**config.mk**
```make
export PLATFORM = sky130hd
export DESIGN_NAME = controller_flat
export DESIGN_NICKNAME = d
export VERILOG_FILES = /design/src/rtl/controller_if.sv /design/src/rtl/controller.sv /design/src/flat_wrapper.sv
export SDC_FILE = /design/constraint.sdc
export NUM_CORES = 1
export LEC_CHECK = 0
export ABC_AREA = 1
export CORE_MARGIN = 2
export CORE_UTILIZATION = 36
export CTS_CLUSTER_SIZE = 40
export DETAILED_ROUTE_END_ITERATION = 12
export PLACE_DENSITY_LB_ADDON = 0.2
export RECOVER_POWER = 50
export SYNTH_ARGS = -nofsm -noshare
export SYNTH_HDL_FRONTEND = slang
export SYNTH_SLANG_ARGS = --single-unit
```
**constraint.sdc**
```tcl
create_clock -name clk -period 3.1 [get_ports clk]
set_input_delay 0.465 -clock clk [delete_from_list [all_inputs] [get_ports clk]]
set_output_delay 0.465 -clock clk [all_outputs]
set_load 0.03 [all_outputs]
```
**src/rtl/controller_if.sv**
```systemverilog
// Bundle between the ktc32 multicycle controller and its datapath/memory side.
// The master modport belongs to the controller; the slave modport is the datapath view.
interface controller_if;
  logic [31:0] instr;
  logic        flag;
  logic        mem_ready;
  logic        pcen;
  logic        iord;
  logic        regdst;
  logic [1:0]  memtoreg;
  logic [1:0]  alusrca;
  logic [1:0]  alusrcb;
  logic [4:0]  alucontrol;
  logic        pcsrc;
  logic        irwrite;
  logic [2:0]  regwrite;
  logic        memreq;
  logic        memwrite;
  logic [1:0]  memsize;
  logic        halted;
  logic        illegal;

  modport master (
    input  instr, flag, mem_ready,
    output pcen, iord, regdst, memtoreg, alusrca, alusrcb, alucontrol,
           pcsrc, irwrite, regwrite, memreq, memwrite, memsize, halted, illegal
  );

  modport slave (
    output instr, flag, mem_ready,
    input  pcen, iord, regdst, memtoreg, alusrca, alusrcb, alucontrol,
           pcsrc, irwrite, regwrite, memreq, memwrite, memsize, halted, illegal
  );
endinterface

```
**src/rtl/controller.sv**
```systemverilog
// Multicycle control FSM for the ktc32 core, handling mixed 16/32-bit instructions.
// State and the sticky illegal flag are registered; strobes follow the current state.
module controller (
  input  logic         clk,
  input  logic         reset,
  controller_if.master bus
);

  typedef enum logic [3:0] {
    FETCH, DECODE, ALUR, ALUI, ALUWB, MEMADR, MEMRD, MEMWB, MEMWR, BRANCH, JALR, HALT
  } state_t;

  state_t     state;
  logic       illegal_q;
  logic       is32;
  logic [4:0] op;

  assign is32 = bus.instr[5];
  assign op   = bus.instr[4:0];

  always_ff @(posedge clk) begin
    if (reset) begin
      state     <= FETCH;
      illegal_q <= 1'b0;
    end else begin
      case (state)
        FETCH:   if (bus.mem_ready) state <= DECODE;
        DECODE: begin
          if (!is32) begin
            if (!op[4])              state <= ALUR;
            else if (op == 5'b10000) state <= JALR;
            else begin
              state     <= HALT;
              illegal_q <= 1'b1;
            end
          end else begin
            if (!op[4])                state <= ALUI;
            else if (!op[3])           state <= MEMADR;
            else if (op[2:1] != 2'b11) state <= BRANCH;
            else if (op == 5'b11110)   state <= FETCH;
            else                       state <= HALT;
          end
        end
        ALUR, ALUI:                  state <= ALUWB;
        ALUWB, MEMWB, BRANCH, JALR:  state <= FETCH;
        MEMADR:  state <= (op <= 5'b10100) ? MEMRD : MEMWR;
        MEMRD:   if (bus.mem_ready) state <= MEMWB;
        MEMWR:   if (bus.mem_ready) state <= FETCH;
        HALT:    state <= HALT;
        default: state <= FETCH;
      endcase
    end
  end

  // Reset forces every strobe to its idle value, aborting any memory access in flight.
  always_comb begin
    bus.pcen       = 1'b0;
    bus.iord       = 1'b0;
    bus.regdst     = 1'b0;
    bus.memtoreg   = 2'd0;
    bus.alusrca    = 2'd0;
    bus.alusrcb    = 2'd0;
    bus.alucontrol = 5'd0;
    bus.pcsrc      = 1'b0;
    bus.irwrite    = 1'b0;
    bus.regwrite   = 3'b000;
    bus.memreq     = 1'b0;
    bus.memwrite   = 1'b0;
    bus.memsize    = 2'b00;
    bus.halted     = 1'b0;
    bus.illegal    = 1'b0;
    if (!reset) begin
      bus.illegal = illegal_q;
      case (state)
        FETCH: begin
          bus.memreq  = 1'b1;
          bus.alusrcb = 2'd1;
          bus.irwrite = bus.mem_ready;
          bus.pcen    = bus.mem_ready;
        end
        DECODE: begin
          bus.alusrcb = 2'd2;
          if (is32 && op == 5'b11110) begin
            bus.alusrcb  = 2'd3;
            bus.pcen     = 1'b1;
            bus.regdst   = 1'b1;
            bus.memtoreg = 2'd2;
            bus.regwrite = 3'b001;
          end
        end
        ALUR: begin
          bus.alusrca    = 2'd2;
          bus.alucontrol = {1'b0, bus.instr[3:0]};
        end
        ALUI: begin
          bus.alusrca    = 2'd2;
          bus.alusrcb    = 2'd2;
          bus.alucontrol = {1'b0, bus.instr[3:0]};
        end
        ALUWB:  bus.regwrite = 3'b001;
        MEMADR: begin
          bus.alusrca = 2'd2;
          bus.alusrcb = 2'd2;
        end
        MEMRD: begin
          bus.iord   = 1'b1;
          bus.memreq = 1'b1;
        end
        MEMWB: begin
          bus.memtoreg = 2'd1;
          case (op[2:0])
            3'b000:  bus.regwrite = 3'b001;
            3'b001:  bus.regwrite = 3'b010;
            3'b010:  bus.regwrite = 3'b011;
            3'b011:  bus.regwrite = 3'b110;
            default: bus.regwrite = 3'b111;
          endcase
        end
        MEMWR: begin
          bus.iord     = 1'b1;
          bus.memreq   = 1'b1;
          bus.memwrite = 1'b1;
          case (op[1:0])
            2'b01:   bus.memsize = 2'b00;
            2'b10:   bus.memsize = 2'b01;
            default: bus.memsize = 2'b10;
          endcase
        end
        BRANCH: begin
          bus.alusrca    = 2'd2;
          bus.alucontrol = 5'd10 + {2'b00, op[2:0]};
          bus.pcsrc      = 1'b1;
          bus.pcen       = bus.flag;
        end
        JALR: begin
          bus.alusrca    = 2'd2;
          bus.alucontrol = 5'd16;
          bus.pcen       = 1'b1;
          bus.regdst     = 1'b1;
          bus.memtoreg   = 2'd2;
          bus.regwrite   = 3'b001;
        end
        HALT:    bus.halted = 1'b1;
        default: ;
      endcase
    end
  end

endmodule

```
**src/flat_wrapper.sv**
```systemverilog
// flat-port wrapper written by rule: the top's interface ports become plain ports
module controller_flat 
  (clk, reset, bus_instr, bus_flag, bus_mem_ready, bus_pcen, bus_iord, bus_regdst, bus_memtoreg, bus_alusrca, bus_alusrcb, bus_alucontrol, bus_pcsrc, bus_irwrite, bus_regwrite, bus_memreq, bus_memwrite, bus_memsize, bus_halted, bus_illegal);
  controller_if bus_i ();
  input  logic clk;
  input  logic reset;
  input wire logic [$bits(bus_i.instr)-1:0] bus_instr;
  input wire logic [$bits(bus_i.flag)-1:0] bus_flag;
  input wire logic [$bits(bus_i.mem_ready)-1:0] bus_mem_ready;
  output wire logic [$bits(bus_i.pcen)-1:0] bus_pcen;
  output wire logic [$bits(bus_i.iord)-1:0] bus_iord;
  output wire logic [$bits(bus_i.regdst)-1:0] bus_regdst;
  output wire logic [$bits(bus_i.memtoreg)-1:0] bus_memtoreg;
  output wire logic [$bits(bus_i.alusrca)-1:0] bus_alusrca;
  output wire logic [$bits(bus_i.alusrcb)-1:0] bus_alusrcb;
  output wire logic [$bits(bus_i.alucontrol)-1:0] bus_alucontrol;
  output wire logic [$bits(bus_i.pcsrc)-1:0] bus_pcsrc;
  output wire logic [$bits(bus_i.irwrite)-1:0] bus_irwrite;
  output wire logic [$bits(bus_i.regwrite)-1:0] bus_regwrite;
  output wire logic [$bits(bus_i.memreq)-1:0] bus_memreq;
  output wire logic [$bits(bus_i.memwrite)-1:0] bus_memwrite;
  output wire logic [$bits(bus_i.memsize)-1:0] bus_memsize;
  output wire logic [$bits(bus_i.halted)-1:0] bus_halted;
  output wire logic [$bits(bus_i.illegal)-1:0] bus_illegal;
  assign bus_i.instr = bus_instr;
  assign bus_i.flag = bus_flag;
  assign bus_i.mem_ready = bus_mem_ready;
  assign bus_pcen = bus_i.pcen;
  assign bus_iord = bus_i.iord;
  assign bus_regdst = bus_i.regdst;
  assign bus_memtoreg = bus_i.memtoreg;
  assign bus_alusrca = bus_i.alusrca;
  assign bus_alusrcb = bus_i.alusrcb;
  assign bus_alucontrol = bus_i.alucontrol;
  assign bus_pcsrc = bus_i.pcsrc;
  assign bus_irwrite = bus_i.irwrite;
  assign bus_regwrite = bus_i.regwrite;
  assign bus_memreq = bus_i.memreq;
  assign bus_memwrite = bus_i.memwrite;
  assign bus_memsize = bus_i.memsize;
  assign bus_halted = bus_i.halted;
  assign bus_illegal = bus_i.illegal;
  controller u_core (.clk(clk), .reset(reset), .bus(bus_i));
endmodule
```
Word-level counts from Yosys, hierarchy flattened
Cells that the tools add are included.
- bits in registers: 5
- input bits: 36
- output and inout bits: 25
- logic and storage cells: 86
- $add $sub $neg: 1
- order comparisons: 1
- equal/unequal tests: 22
- muxes and demuxes: 47
- bitwise operators: 2
- reduce and logical (&&, ||, !) cells: 11
- operator list (cell ; number):
    $mux 4 ; 10
    $pmux 4 s7 ; 1
    $mux 1 ; 19
    $eq 4x3->1 const B ; 4
    $eq 4x4->1 const B ; 4
    $pmux 5 s3 ; 1
    $mux 2 ; 7
    $pmux 2 s3 ; 2
    $pmux 3 s4 ; 1
    $eq 5x5->1 const B ; 2
    $pmux 3 s3 ; 1
    $eq 4x2->1 const B ; 2
    $ne 2x2->1 const B ; 4
    $reduce_or 2->1 ; 4
    $eq 3x2->1 const B ; 2
    $add 4x3->5 const A ; 1
    $le 5x5->1 const B ; 1
    $mux 5 ; 1
    $reduce_or 5->1 ; 1
    $eq 4x1->1 const B ; 1
    $logic_not 4->1 ; 1
    $pmux 1 s4 ; 1
    $pmux 2 s2 ; 1
    $reduce_and 4->1 ; 1
    10 further kinds ; 11

Longest topological paths before layout
Gate-level depths: netlist of the first run.
- depth after elaboration: 7
- mapped depth: 9

Least setup slack after synthesis of the first run
No wires, ideal clock.
- path type: input to output
- start point: in bus_instr[0]
- end point: out bus_pcen
- arrival: 1.549 ns
- data required time: 2.635 ns
- path slack: 1.086 ns
- stages: 8
- buffers on the path: 0
- cell sequence: inv_1 -> ha_1 -> nand2_1 -> nor2_2 -> nand3_2 -> nand2_1 -> nor2_1 -> nor2_1
- word-level cells in the longest chain between the ends: 5
- ends and longest elaborated chain (element ; line ; RTL):
    start, declared ; flat_wrapper.sv:7 ; input wire logic [$bits(bus_i.instr)-1:0] bus_instr;
    $eq 5x5->1 ; controller.sv:83 ; if (is32 && op == 5'b11110) begin
    $logic_and 1x1->1 ; controller.sv:83 ;
    $mux 1 ; controller.sv:83 ;
    $pmux 1 s4 ; controller.sv:74 ; case (state)
    $mux 1 ; controller.sv:72 ; if (!reset) begin
    end, declared ; flat_wrapper.sv:10 ; output wire logic [$bits(bus_i.pcen)-1:0] bus_pcen;
No other way between the ends.

Worst setup path after layout of the first run
- start point: in bus_instr[0]
- end point: out bus_regdst
- word-level cells in the longest chain between the ends: 5
- ends and longest elaborated chain (element ; line ; RTL):
    $eq 5x5->1 ; controller.sv:83 ;
    $logic_and 1x1->1 ; controller.sv:83 ;
    $mux 1 ; controller.sv:83 ;
    $pmux 1 s2 ; controller.sv:74 ;
    $mux 1 ; controller.sv:72 ;
    end, declared ; flat_wrapper.sv:12 ; output wire logic [$bits(bus_i.regdst)-1:0] bus_regdst;
No other way between the ends.

==> impl_metrics.csv, run 1 <==
group,metric,value,unit
sta,worst_hold_slack,0.465,ns
detailed_routing,drt.antenna.violating_nets,0,
run_status,outcome,"completed",
job,max_cap_violations,0,
placement,dp_cells,210,
placement,placed_standard_cell_area,0.00118,sq mm
detailed_routing,detail_route.wl_per_cell,10.6,microns
setup_path,worst-path-max-fanout,4,
synthesis,post_synth_instance_area,813,sq um
placement,dp_hpwl,1.91,mm
setup_path,slowest_stage,"sky130_fd_sc_hd__clkdlybuf4s50_1",
sta,fin_crit_sh,0.969,
synthesis,synth_seq_cells,5,
synthesis,yosysTopAreaCellShare,0.171,
global_route,global_route.overflow_total,0,
min_path,min_path_cells,2,
placement,numPortBuffers,33,
sta,rsz0062_at_grt,"no",
floorplan,floorplan.io_pins,61,
placement,place_congestion,0.887,
synthesis,synth_warnings,0,
sta,layout_min_cycle_time,3.00,ns
synthesis,postSynthCellCount,149,
clock_network,cts_htree_levels,1,
global_route,grt_start_max_net_pins,20,
detailed_routing,wirelength,2.26,mm
detailed_routing,initialDrtViolationCount,13,
sta,finalHoldViolCount,0,
power_and_ir_drop,power_density,485,mW/mm^2
clock_network,ctsResizeCount,0,
layout,layout_commonest_cell,"sky130_fd_sc_hd__nand2_1",
setup_path,rrSetupSlack,1.88,ns
setup_path,crit_arrival,2.54,ns
clock_network,cts_setup_buffers,0,
power_and_ir_drop,max-vdd-ir-drop,0.387,mV
setup_path,worstSetupPathType,"in -> out",
sta,report.final.slew_viol_count,0,
setup_path,critical-path-max-stage-delay,0.66,ns
floorplan,floorplan.die.height,51.5,microns
layout,number_of_diodes,0,
detailed_routing,detailroute.via_count,1010,
floorplan,core-area,0.00217,sq mm
clock_network,cts-buffers-inserted,3,
floorplan,die_area,0.00266,sq mm
detailed_routing,dr.pass1.iters,4,
synthesis,synth_area_leaders,"sky130_fd_sc_hd__nand2_1 (17%), sky130_fd_sc_hd__dfxtp_1 (12%), sky130_fd_sc_hd__inv_1 (12%), sky130_fd_sc_hd__nor2_1 (11%), sky130_fd_sc_hd__ha_1 (9.2%)",
clock_network,clock_tree_from_tritoncts,"yes",
layout,area_growth,50.2,%
clock_network,clock_tree.root_cell,"sky130_fd_sc_hd__clkbuf_4",
clock_network,clockBufferDepth,2,
sta,tns,0,ns
min_path,hold_path.class,"reg -> reg",
clock_network,cts.clk_slew.worst_paths,0.04,ns
setup_path,crit_path_cell_trace,"clkdlybuf4s50_1 > inv_1 > ha_1 > nand2_1 > nor2_2 > nand3_2 > nand2_1 > nand2_1 > inv_1 > clkdlybuf4s50_1",
setup_path,critical_path.most_common_cell,"sky130_fd_sc_hd__nand2_1",
setup_path,r2r_cells,6,
floorplan,die_width,51.5,microns
synthesis,synth-seq-area-share,0.123,
synthesis,synth_largest_area_cell,"sky130_fd_sc_hd__nand2_1",
floorplan,initial_utilization,0.375,
global_route,antenna_found_initial,0,
synthesis,synth.net_count,191,
sta,setup_violations,0,
global_route,track_usage,0.182,
layout,layout.cells.most_common_list,"sky130_fd_sc_hd__nand2_1 (37), sky130_fd_sc_hd__inv_1 (26), sky130_fd_sc_hd__nor2_1 (24)",
clock_network,clk_latency,0.24,ns
floorplan,fp-row-count,17,
detailed_routing,detail_route.vias_per_cell,4.72,
setup_path,critPathRequiredTime,2.63,ns
global_route,grt_first_pass_wirelength,3.72,mm
layout,final_design_area_no_fill,0.00122,sq mm
synthesis,syn_area_per_cell,5.46,sq um
sta,finalClockSkew,0.00471,ns
setup_path,worstSetupStartpointType,"input port",
setup_path,critical_path.endpoint_type,"output port",
global_route,vias_in_the_first_global_route,934,
synthesis,netlist-cell-type-count,24,
power_and_ir_drop,p_leak,0.000684,uW
layout,finalNonFillerCells,214,
detailed_routing,drc,0,
sta,clock.fmax,0.333,GHz
clock_network,tritoncts_num_sinks,5,
layout,layout_cells_sized_above_1,0.118,
clock_network,cts.hold.buffers_added,0,
layout,final_nets,229,
sequential cells by signal, summed over array words and instances (netlist names):
name / flops
u_core.state: 4
u_core.illegal_q: 1
stage by stage:
| stage | setup slack [ns] | total power [uW] | utilization |
|---|---|---|---|
| 5_1_grt | 0.00698 | 650 | 0.563 |
| 2_1_floorplan | 1.09 | 399 | - |
| 3_5_place_dp | 0.0935 | 528 | 0.546 |
| 3_3_place_gp | 0.125 | 524 | 0.546 |
| 4_1_cts | 0.0891 | 605 | 0.558 |
| 6_report | 0.0973 | 592 | 0.563 |
final cells by class:
type / count / area, sq um
Multi-Input combinational cell: 114 / 596
Clock buffer: 4 / 26.3
Timing Repair Buffer: 36 / 363
Fill cell: 230 / 948
Tap cell: 28 / 35.0
Sequential cell: 5 / 100
Inverter: 27 / 101
power by group:
part           internal (uW)  total, uW  leakage [uW]  switching, uW
Clock                   48.6       74.2     0.0000150           25.6
Sequential              81.8        104     0.0000408           22.5
Combinational            148        413      0.000628            265
cells by family (layout without fill, tap and decap cells):
kind of cell / Yosys count / in the layout / synth area share
AOI/OAI and AO/OA: 19 / 19 / 0.129
adders and majority gates: 6 / 6 / 0.0923
buffers and inverters: 30 / 67 / 0.145
DFF: 5 / 5 / 0.123
other: 1 / 1 / 0.00461
and+or+nand+nor: 88 / 88 / 0.506
routing by layer:
layer / track usage / vias to the layer above / share of wire
met5: 0 / - / 0
met4: 0.0482 / 0 / 0
met3: 0.0431 / 0 / 0.056
met2: 0.318 / 31 / 0.48
met1: 0.221 / 444 / 0.46
li1: - / 535 / -
final timing paths:
path,start,endpoint
setup / recovery,bus_instr[0],bus_regdst
hold / removal,u_core.illegal_q,u_core.illegal_q
setup reg to reg,u_core.state[0],u_core.state[0]
hold reg to reg,u_core.illegal_q,u_core.illegal_q
cell usage after synthesis (all sizes together):
master,n
a31oi,2
a21oi,9
inv,27
conb,1
nor3,4
dfxtp,5
nand2,43
o22ai,1
nand3,9
nor2,31
o31ai,1
buf,2
o21ai,6
clkbuf,1
ha,6
and2,1
critical path: cells and delay by family:
family	cells	cell delay (ns)
buf+inv	4	1.32
fa+ha+maj	1	0.22
simple gates	5	0.52
Power figures use the tool's default switching activity.
==> inputs of run 2 (changes only) <==
Settings changed: ABC_AREA 1 to not set, CORE_MARGIN 2 to 5, CORE_UTILIZATION 36 to 40.
==> impl_metrics.csv, run 2 <==
group,metric,value,unit
clock_network,tritoncts_num_sinks,5,
layout,finalNonFillerCells,198,
global_route,gr-max-usage-layer,"met2",
layout,area_growth,35.2,%
sta,fin_crit_sh,0.941,
job,max_cap_violations,0,
power_and_ir_drop,clock_power_share,0.150,
floorplan,die_width,59.0,microns
setup_path,critical_path.top_delay_family,"buffers and inverters",
detailed_routing,dr.pass1.iters,4,
power_and_ir_drop,p_leak,0.000521,uW
min_path,hold_path.class,"reg -> reg",
synthesis,synth.net_count,177,
synthesis,synth_largest_area_cell,"sky130_fd_sc_hd__dfxtp_1",
setup_path,critical-path-max-stage-delay,0.66,ns
layout,largest_registers,"u_core.state (4), u_core.illegal_q (1)",
setup_path,timing.critical_path.buf_inv,3,
power_and_ir_drop,max-vdd-ir-drop,0.180,mV
layout,largest_register_ff_count,4,
sta,report.final.slew_viol_count,0,
global_route,antenna_found_initial,0,
synthesis,synth-seq-area-share,0.104,
placement,dp_cells,194,
synthesis,synth_area_leaders,"sky130_fd_sc_hd__dfxtp_1 (10%), sky130_fd_sc_hd__ha_1 (7.8%), sky130_fd_sc_hd__a21oi_1 (6.8%), sky130_fd_sc_hd__nor2_1 (6.6%), sky130_fd_sc_hd__buf_4 (5.5%)",
synthesis,post_synth_most_frequent_cells,"sky130_fd_sc_hd__nor2_1 (17), sky130_fd_sc_hd__a21oi_1 (13), sky130_fd_sc_hd__nand2_1 (8)",
global_route,grt_first_pass_wirelength,4.57,mm
floorplan,core-area,0.00225,sq mm
global_route,use_met3,0.0153,
detailed_routing,initialDrtViolationCount,39,
sta,tightest_slew,0.834,ns
synthesis,synth_seq_cells,5,
setup_path,critical_path.endpoint_type,"output port",
power_and_ir_drop,pwr-share-seq,0.211,
detailed_routing,wirelength,2.77,mm
clock_network,cts-buffers-inserted,3,
sta,finalHoldViolCount,0,
clock_network,clk_latency,0.24,ns
clock_network,cts_htree_levels,1,
synthesis,post_synth_instance_area,962,sq um
floorplan,floorplan.io_pins,61,
sta,layout_min_cycle_time,2.92,ns
setup_path,worst-path-max-fanout,3,
power_and_ir_drop,netSwitchingPower,248,uW
layout,layout_commonest_cell,"sky130_fd_sc_hd__clkdlybuf4s50_1",
synthesis,post-synth-top-count-cell,"sky130_fd_sc_hd__nor2_1",
global_route,met2_usage,0.259,
layout,layout.cells.most_common_list,"sky130_fd_sc_hd__clkdlybuf4s50_1 (21), sky130_fd_sc_hd__nor2_1 (17), sky130_fd_sc_hd__a21oi_1 (13)",
setup_path,crit_path_cell_trace,"clkdlybuf4s50_1 > inv_1 > ha_1 > nand3_1 > nor4b_4 > o21a_1 > clkdlybuf4s50_1",
floorplan,floorplan.die.height,59.0,microns
global_route,vias_in_the_first_global_route,1021,
floorplan,fp-row-count,17,
detailed_routing,drt.antenna.violating_nets,0,
setup_path,worstSetupStartpointType,"input port",
min_path,min_path_cells,2,
detailed_routing,detail_route.wl_per_cell,14.0,microns
power_and_ir_drop,switching_fraction_of_total_power,0.484,
sta,clock.fmax,0.343,GHz
detailed_routing,detail_route.vias_per_cell,5.62,
sta,tns,0,ns
setup_path,crit_arrival,2.45,ns
layout,final_util,0.577,
layout,layout_cells_sized_above_1,0.141,
detailed_routing,detailroute.via_count,1112,
synthesis,synthFlopType,"sky130_fd_sc_hd__dfxtp_1",
setup_path,critical_path.most_common_cell,"sky130_fd_sc_hd__clkdlybuf4s50_1",
global_route,grt_use_met1,0.220,
power_and_ir_drop,power_density,394,mW/mm^2
clock_network,cts.clk_slew.worst_paths,0.05,ns
placement,dp_hpwl,2.17,mm
setup_path,r2r_cells,5,
run_status,outcome,"completed",
clock_network,clockBufferDepth,2,
clock_network,clock_tree.root_cell,"sky130_fd_sc_hd__clkbuf_4",
global_route,global_route.overflow_total,0,
floorplan,initial_utilization,0.427,
setup_path,slowest_stage,"sky130_fd_sc_hd__clkdlybuf4s50_1",
floorplan,die_area,0.00349,sq mm
global_route,grt_start_max_net_pins,17,
synthesis,postSynthCellCount,135,
power_and_ir_drop,internal-power,265,uW
placement,place_congestion,0.902,
setup_path,worstSetupPathDepth,7,
layout,largest_register,"u_core.state",
sta,finalClockSkew,0.00125,ns
setup_path,worstSetupPathType,"in -> out",
setup_path,rrSetupSlack,0.97,ns
sta,rsz0062_at_grt,"no",
layout,number_of_diodes,0,
sta,setup_violations,0,
setup_path,critPathRequiredTime,2.63,ns
placement,numPortBuffers,33,
layout,final_nets,213,
clock_network,clock_tree_from_tritoncts,"yes",
synthesis,synth_warnings,0,
synthesis,async_flop_share,0,
global_route,track_usage,0.163,
layout,fill_cells,244,
synthesis,yosysTopAreaCellShare,0.104,
power_and_ir_drop,combinational_fraction_of_design_power,0.640,
detailed_routing,drc,0,
sta,slew-limit-headroom,0.429,
synthesis,syn_area_per_cell,7.13,sq um
synthesis,synth_edf_count,0,
synthesis,netlist-cell-type-count,46,
sta,worst_hold_slack,0.466,ns
-- run 2: through the flow --
| stage | area [sq um] | setup WS [ns] | total power [uW] |
|---|---|---|---|
| floorplan | 962 | 0.448 | 360 |
| global placement | 1300 | 0.146 | 448 |
| detailed placement | 1300 | 0.0945 | 453 |
| CTS | 1330 | 0.0946 | 530 |
| global route | 1300 | 0.0535 | 548 |
| finish | 1300 | 0.182 | 513 |
-- run 2: final timing paths --
| check | startpoint | to |
|---|---|---|
| setup / recovery | bus_instr[0] | bus_regdst |
| hold / removal | u_core.illegal_q | u_core.illegal_q |
| setup reg to reg | u_core.state[0] | u_core.state[0] |
| hold reg to reg | u_core.illegal_q | u_core.illegal_q |
-- run 2: per-layer routing --
| layer | vias up | wire (microns) |
|---|---|---|
| met2 | 41 | 1290 |
| met3 | 6 | 147 |
| met1 | 504 | 1290 |
| li1 | 561 | - |
| met5 | - | 0 |
| met4 | 0 | 43 |
-- run 2: cell families (layout without fill, tap and decap cells) --
kind of cell | Yosys count | count (layout) | synth area share
flip-flops | 5 | 5 | 0.104
AO/OA/AOI/OAI | 39 | 39 | 0.285
XOR/XNOR | 1 | 1 | 0.00910
AND/OR/NAND/NOR | 67 | 67 | 0.412
other | 1 | 1 | 0.00390
adder cells (fa/ha/maj) | 6 | 6 | 0.0780
buffers and inverters | 16 | 51 | 0.108
-- run 2: power by group through the flow --
| stage | registers (uW) | clock network (uW) | logic, uW |
|---|---|---|---|
| 3_3_place_gp | 107 | 0 | 341 |
| 6_report | 108 | 76.8 | 328 |
| 3_5_place_dp | 108 | 0 | 345 |
| 5_1_grt | 112 | 84.7 | 352 |
| 4_1_cts | 107 | 77.2 | 347 |
| 2_1_floorplan | 84.5 | 0 | 276 |
-- run 2: final cells by class --
class	instances	area (sq um)	area share
clock buffer	4	26.3	0.0202
inverter	4	15.0	0.0115
multi-input combinational	114	734	0.564
sequential	5	100	0.0769
tap	28	35.0	0.0269
timing repair buffer	43	390	0.300
-- run 2: timing repair --
action / CTS / global route
gates resized for setup: 0 / 1
hold endpoints to repair: 0 / 0
setup buffers: 0 / 0
endpoints found under the setup margin: 0 / 1
hold buffers: 0 / 0
-- run 2: worst register-to-register path, delay by kind of cell (launching register included) --
kind | cells | cell delay (ns)
flip-flops | 1 | 0.62
buffers and inverters | 1 | 0.27
AO/OA/AOI/OAI | 2 | 0.97
AND/OR/NAND/NOR | 2 | 0.20
